## src/rtl/bitwise_logic_accum.sv

```systemverilog
// Registered bitwise logic unit (AND/OR/XOR/XNOR) with a framed running-XOR
// checksum, saturating word counter and one-cycle done/error pulses.
module bitwise_logic_accum #(
    parameter int WIDTH   = 4,
    parameter int COUNT_W = 8
) (
    input  logic               clk,
    input  logic               rst,
    input  logic               in_valid,
    input  logic               in_first,
    input  logic               in_last,
    input  logic [1:0]         op,
    input  logic [WIDTH-1:0]   a,
    input  logic [WIDTH-1:0]   b,
    output logic [WIDTH-1:0]   x,
    output logic               out_valid,
    output logic               parity,
    output logic [WIDTH-1:0]   acc,
    output logic [COUNT_W-1:0] word_cnt,
    output logic               acc_done,
    output logic               frame_err
);

    typedef enum logic {
        IDLE = 1'b0,
        ACC  = 1'b1
    } state_t;

    localparam logic [COUNT_W-1:0] CNT_ONE = COUNT_W'(1);
    localparam logic [COUNT_W-1:0] CNT_MAX = '1;

    state_t             state_reg, state_next;
    logic [WIDTH-1:0]   r;
    logic [WIDTH-1:0]   x_reg, x_next;
    logic               parity_reg, parity_next;
    logic               out_valid_reg, out_valid_next;
    logic [WIDTH-1:0]   acc_reg, acc_next;
    logic [COUNT_W-1:0] word_cnt_reg, word_cnt_next;
    logic [COUNT_W-1:0] word_cnt_inc;
    logic               acc_done_reg, acc_done_next;
    logic               frame_err_reg, frame_err_next;

    // op[1] selects the XOR family; op[0] then inverts it to give XNOR.
    genvar gi;
    generate
        for (gi = 0; gi < WIDTH; gi++) begin : g_bit
            assign r[gi] = op[1] ? (a[gi] ^ b[gi] ^ op[0])
                                 : (op[0] ? (a[gi] | b[gi]) : (a[gi] & b[gi]));
        end
    endgenerate

    assign word_cnt_inc = (word_cnt_reg == CNT_MAX) ? word_cnt_reg
                                                    : word_cnt_reg + CNT_ONE;

    always_comb begin
        state_next     = state_reg;
        x_next         = x_reg;
        parity_next    = parity_reg;
        out_valid_next = in_valid;
        acc_next       = acc_reg;
        word_cnt_next  = word_cnt_reg;
        acc_done_next  = 1'b0;
        frame_err_next = 1'b0;

        if (in_valid) begin
            x_next      = r;
            parity_next = ^r;
            unique case (state_reg)
                IDLE: begin
                    if (in_first) begin
                        acc_next      = r;
                        word_cnt_next = CNT_ONE;
                        if (in_last) begin
                            acc_done_next = 1'b1;
                        end else begin
                            state_next = ACC;
                        end
                    end else if (in_last) begin
                        frame_err_next = 1'b1;
                    end
                end
                ACC: begin
                    if (in_first) begin
                        // A new first word mid-frame restarts the checksum.
                        frame_err_next = 1'b1;
                        acc_next       = r;
                        word_cnt_next  = CNT_ONE;
                    end else begin
                        acc_next      = acc_reg ^ r;
                        word_cnt_next = word_cnt_inc;
                    end
                    if (in_last) begin
                        acc_done_next = 1'b1;
                        state_next    = IDLE;
                    end
                end
                default: state_next = IDLE;
            endcase
        end
    end

    always_ff @(posedge clk) begin
        if (rst) begin
            state_reg     <= IDLE;
            x_reg         <= '0;
            parity_reg    <= 1'b0;
            out_valid_reg <= 1'b0;
            acc_reg       <= '0;
            word_cnt_reg  <= '0;
            acc_done_reg  <= 1'b0;
            frame_err_reg <= 1'b0;
        end else begin
            state_reg     <= state_next;
            x_reg         <= x_next;
            parity_reg    <= parity_next;
            out_valid_reg <= out_valid_next;
            acc_reg       <= acc_next;
            word_cnt_reg  <= word_cnt_next;
            acc_done_reg  <= acc_done_next;
            frame_err_reg <= frame_err_next;
        end
    end

    assign x         = x_reg;
    assign parity    = parity_reg;
    assign out_valid = out_valid_reg;
    assign acc       = acc_reg;
    assign word_cnt  = word_cnt_reg;
    assign acc_done  = acc_done_reg;
    assign frame_err = frame_err_reg;

endmodule

```

## config.mk

```make
export PLATFORM = sky130hd
export DESIGN_NAME = bitwise_logic_accum
export DESIGN_NICKNAME = d
export VERILOG_FILES = /design/src/rtl/bitwise_logic_accum.sv
export SDC_FILE = /design/constraint.sdc
export NUM_CORES = 1
export LEC_CHECK = 0
export CAP_MARGIN = 20
export CORE_UTILIZATION = 49
export CTS_CLUSTER_DIAMETER = 30
export CTS_CLUSTER_SIZE = 12
export DETAILED_ROUTE_END_ITERATION = 7
export PLACE_DENSITY_LB_ADDON = 0.05
export SYNTH_ARGS = -nofsm -noshare
export SYNTH_HDL_FRONTEND = slang
export SYNTH_SLANG_ARGS = --single-unit
```

## constraint.sdc

```tcl
create_clock -name clk -period 2.9 [get_ports clk]
set_input_delay 0.725 -clock clk [delete_from_list [all_inputs] [get_ports clk]]
set_output_delay 0.725 -clock clk [all_outputs]
set_load 0.01 [all_outputs]
```

==> impl_metrics.env <==
export IMPL_htree_levels=1
export IMPL_synth_flop_cell="dfxtp_1"
export IMPL_drive_gt1_share_pct=3.49
export IMPL_grt_max_degree=15
export IMPL_required_ns=3.07
export IMPL_finClkSkew_ns=0.000671
export IMPL_worst_path_buf_inv=1
export IMPL_fmax_mhz=392
export IMPL_via_per_inst=5.28
export IMPL_via_count=1056
export IMPL_clock_latency_ns=0.30
export IMPL_wl_per_cell_um=12.8
export IMPL_cts_tree="built"
export IMPL_ys_types=31
export IMPL_antenna_found_initial=0
export IMPL_overflow=0
export IMPL_dieWidth_um=50.7
export IMPL_synth_top_cell_area_share_pct=36.2
export IMPL_postSynthCellCount=136
export IMPL_clkSinkCount=21
export IMPL_rr_startpoint="word_cnt[0]"
export IMPL_min_period_ns=2.55
export IMPL_end_kind="flip-flop"
export IMPL_postRouteAntennaNets=0
export IMPL_syn_num_nets=160
export IMPL_die_y_um=50.7
export IMPL_yosysWarningCount=0
export IMPL_avgSynthCellArea_um2=8.55
export IMPL_drc_errors=0
export IMPL_cp_start_kind="primary input"
export IMPL_clk_path_buf_depth=2
export IMPL_grt_pass1_vias=1003
export IMPL_tns_ns=0
export IMPL_drt_iter0_drc=14
export IMPL_path_class="in -> reg"
export IMPL_maxCapViolCount=0
export IMPL_finalHoldViolations=0
export IMPL_synth_largest_area_cell="dfxtp_1"
export IMPL_worst_path_max_delay_cell="clkdlybuf4s50_1"
export IMPL_outcome="finished clean"
export IMPL_rows=17
export IMPL_synth_edf_count=0
export IMPL_startpoint="op[0]"
export IMPL_dpl_cell_area_um2=1530
export IMPL_hold_buffers=0
export IMPL_postCtsResizedCells=0
export IMPL_grt_usage_pct=22.1
export IMPL_gp_congestion=0.786
export IMPL_fin_crit_sh_pct=87.9
export IMPL_dp_hpwl_mm=2.01
export IMPL_initial_utilization_pct=52.0
export IMPL_grt_pass1_wl_mm=4.26
export IMPL_coreArea_um2=2230
export IMPL_slew_violations=0
export IMPL_crit_path_max_incr_delay_ns=0.78
export IMPL_dr_pass1_iters=4
export IMPL_post_cts_setup_buffers=0
export IMPL_area_delta_synth_final_pct=33.9
export IMPL_largest_register_ffs=8
export IMPL_path_clk_slew_ns=0.10
export IMPL_ios=35
export IMPL_p_leak_nw=0.660
export IMPL_cts_buffers=3
export IMPL_hold_start="x[0]"
export IMPL_fin_area_um2=1560
export IMPL_path_cells="clkdlybuf4s50_1 > and2b_1 > nor3_1 > o211ai_1 > a211oi_1 > o32ai_1"
export IMPL_rsz0062_at_grt="no"
export IMPL_synth_seq_area_share_pct=36.2
export IMPL_setup_viol=0
export IMPL_io_buffers=34
export IMPL_ir_worst_vdd_mv=0.356
export IMPL_yosys_top_cells_area="dfxtp_1, ha_1, xor2_1"
export IMPL_ys_ff_latch=21
export IMPL_num_nets_final=197
export IMPL_ctsRootBufferMaster="clkbuf_4"
export IMPL_wirelength_mm=2.56
export IMPL_worst_pin_slew_ns=0.588
export IMPL_synth_common_cells="dfxtp_1, nor2_1, nand2_1, xor2_1, inv_1"
export IMPL_p_per_area_nw_per_um2=384
export IMPL_slew_headroom_pct=60.6
export IMPL_worstPathMaxFanout=13
export IMPL_yosysMostFrequentCell="dfxtp_1"
export IMPL_dieArea_um2=2570
export IMPL_arrival_ns=2.72
export IMPL_min_path_type="reg -> reg"
export IMPL_diodes=0
export IMPL_netlist_area_um2=1160
export IMPL_synthArstFlopShare_pct=0
export IMPL_cpLargestDelayFamily="buffers and inverters"
## metrics by stage
step	power (mW)	setup WS, ns	std cells	hold slack, ns	utilization (%)
after floorplan	0.401	0.847	136	0.472	-
after global placement	0.463	0.240	196	0.472	68.5
after detailed placement	0.469	0.0720	196	0.470	68.5
after CTS	0.604	0.384	200	0.492	69.7
after global routing	0.629	0.215	200	0.517	69.7
final	0.598	0.350	200	0.491	69.7
## power breakdown
| part | switching (mW) | internal, mW |
|---|---|---|
| combinational | 0.0731 | 0.0776 |
| sequential | 0.00944 | 0.303 |
| clock | 0.0811 | 0.0536 |
## path summary, 6_finish.rpt
check | end | slack [ns] | cells after the start
worst max-delay path | parity | 0.35 | 6
worst min-delay path | x[0] | 0.49 | 2
worst max register to register | word_cnt[3] | 1.04 | 6
worst min register to register | x[0] | 0.49 | 2
## cell families after synthesis
group	share of synthesized area (%)
and+or+nand+nor	22.6
muxes	0.861
AOI/OAI and AO/OA	15.0
DFF	36.2
xor gates and xnor gates	10.5
adders and majority gates	9.69
buffers and inverters	5.17
## worst register-to-register path: stages, from the launching register on
cell,delay [ns]
dfxtp_1,0.37
ha_1,0.27
and4b_1,0.20
a31oi_1,0.48
nand4_1,0.19
xor2_1,0.19
nor2_1,0.06
## layer usage
layer | share of wire, % | vias to the layer above | global-route usage, %
met1 | 48 | 485 | 28.4
met5 | 0 | - | 0
met2 | 47 | 29 | 36.9
met4 | 0.35 | 0 | 4.17
li1 | - | 540 | -
met3 | 5.5 | 2 | 6.06
## cell type report
class	count	area, µm²
multi-input cells	101	682
fillers	181	677
flip-flops and latches	21	420
repair buffers	36	355
inverters	10	37.5
well taps	28	35.0
clock buffers	4	26.3
## layout by cell type (no fill, tap or decap), types with 4 or more instances in the layout
| cell type | Yosys | final |
|---|---|---|
| a211o_1 | 4 | 4 |
| a211oi_1 | 4 | 4 |
| a21oi_1 | 6 | 6 |
| clkdlybuf4s50_1 | 0 | 34 |
| dfxtp_1 | 21 | 21 |
| ha_1 | 9 | 9 |
| inv_1 | 10 | 10 |
| nand2_1 | 13 | 13 |
| nor2_1 | 19 | 19 |
| xor2_1 | 11 | 11 |
No activity file was read; power rests on OpenSTA's default activity.
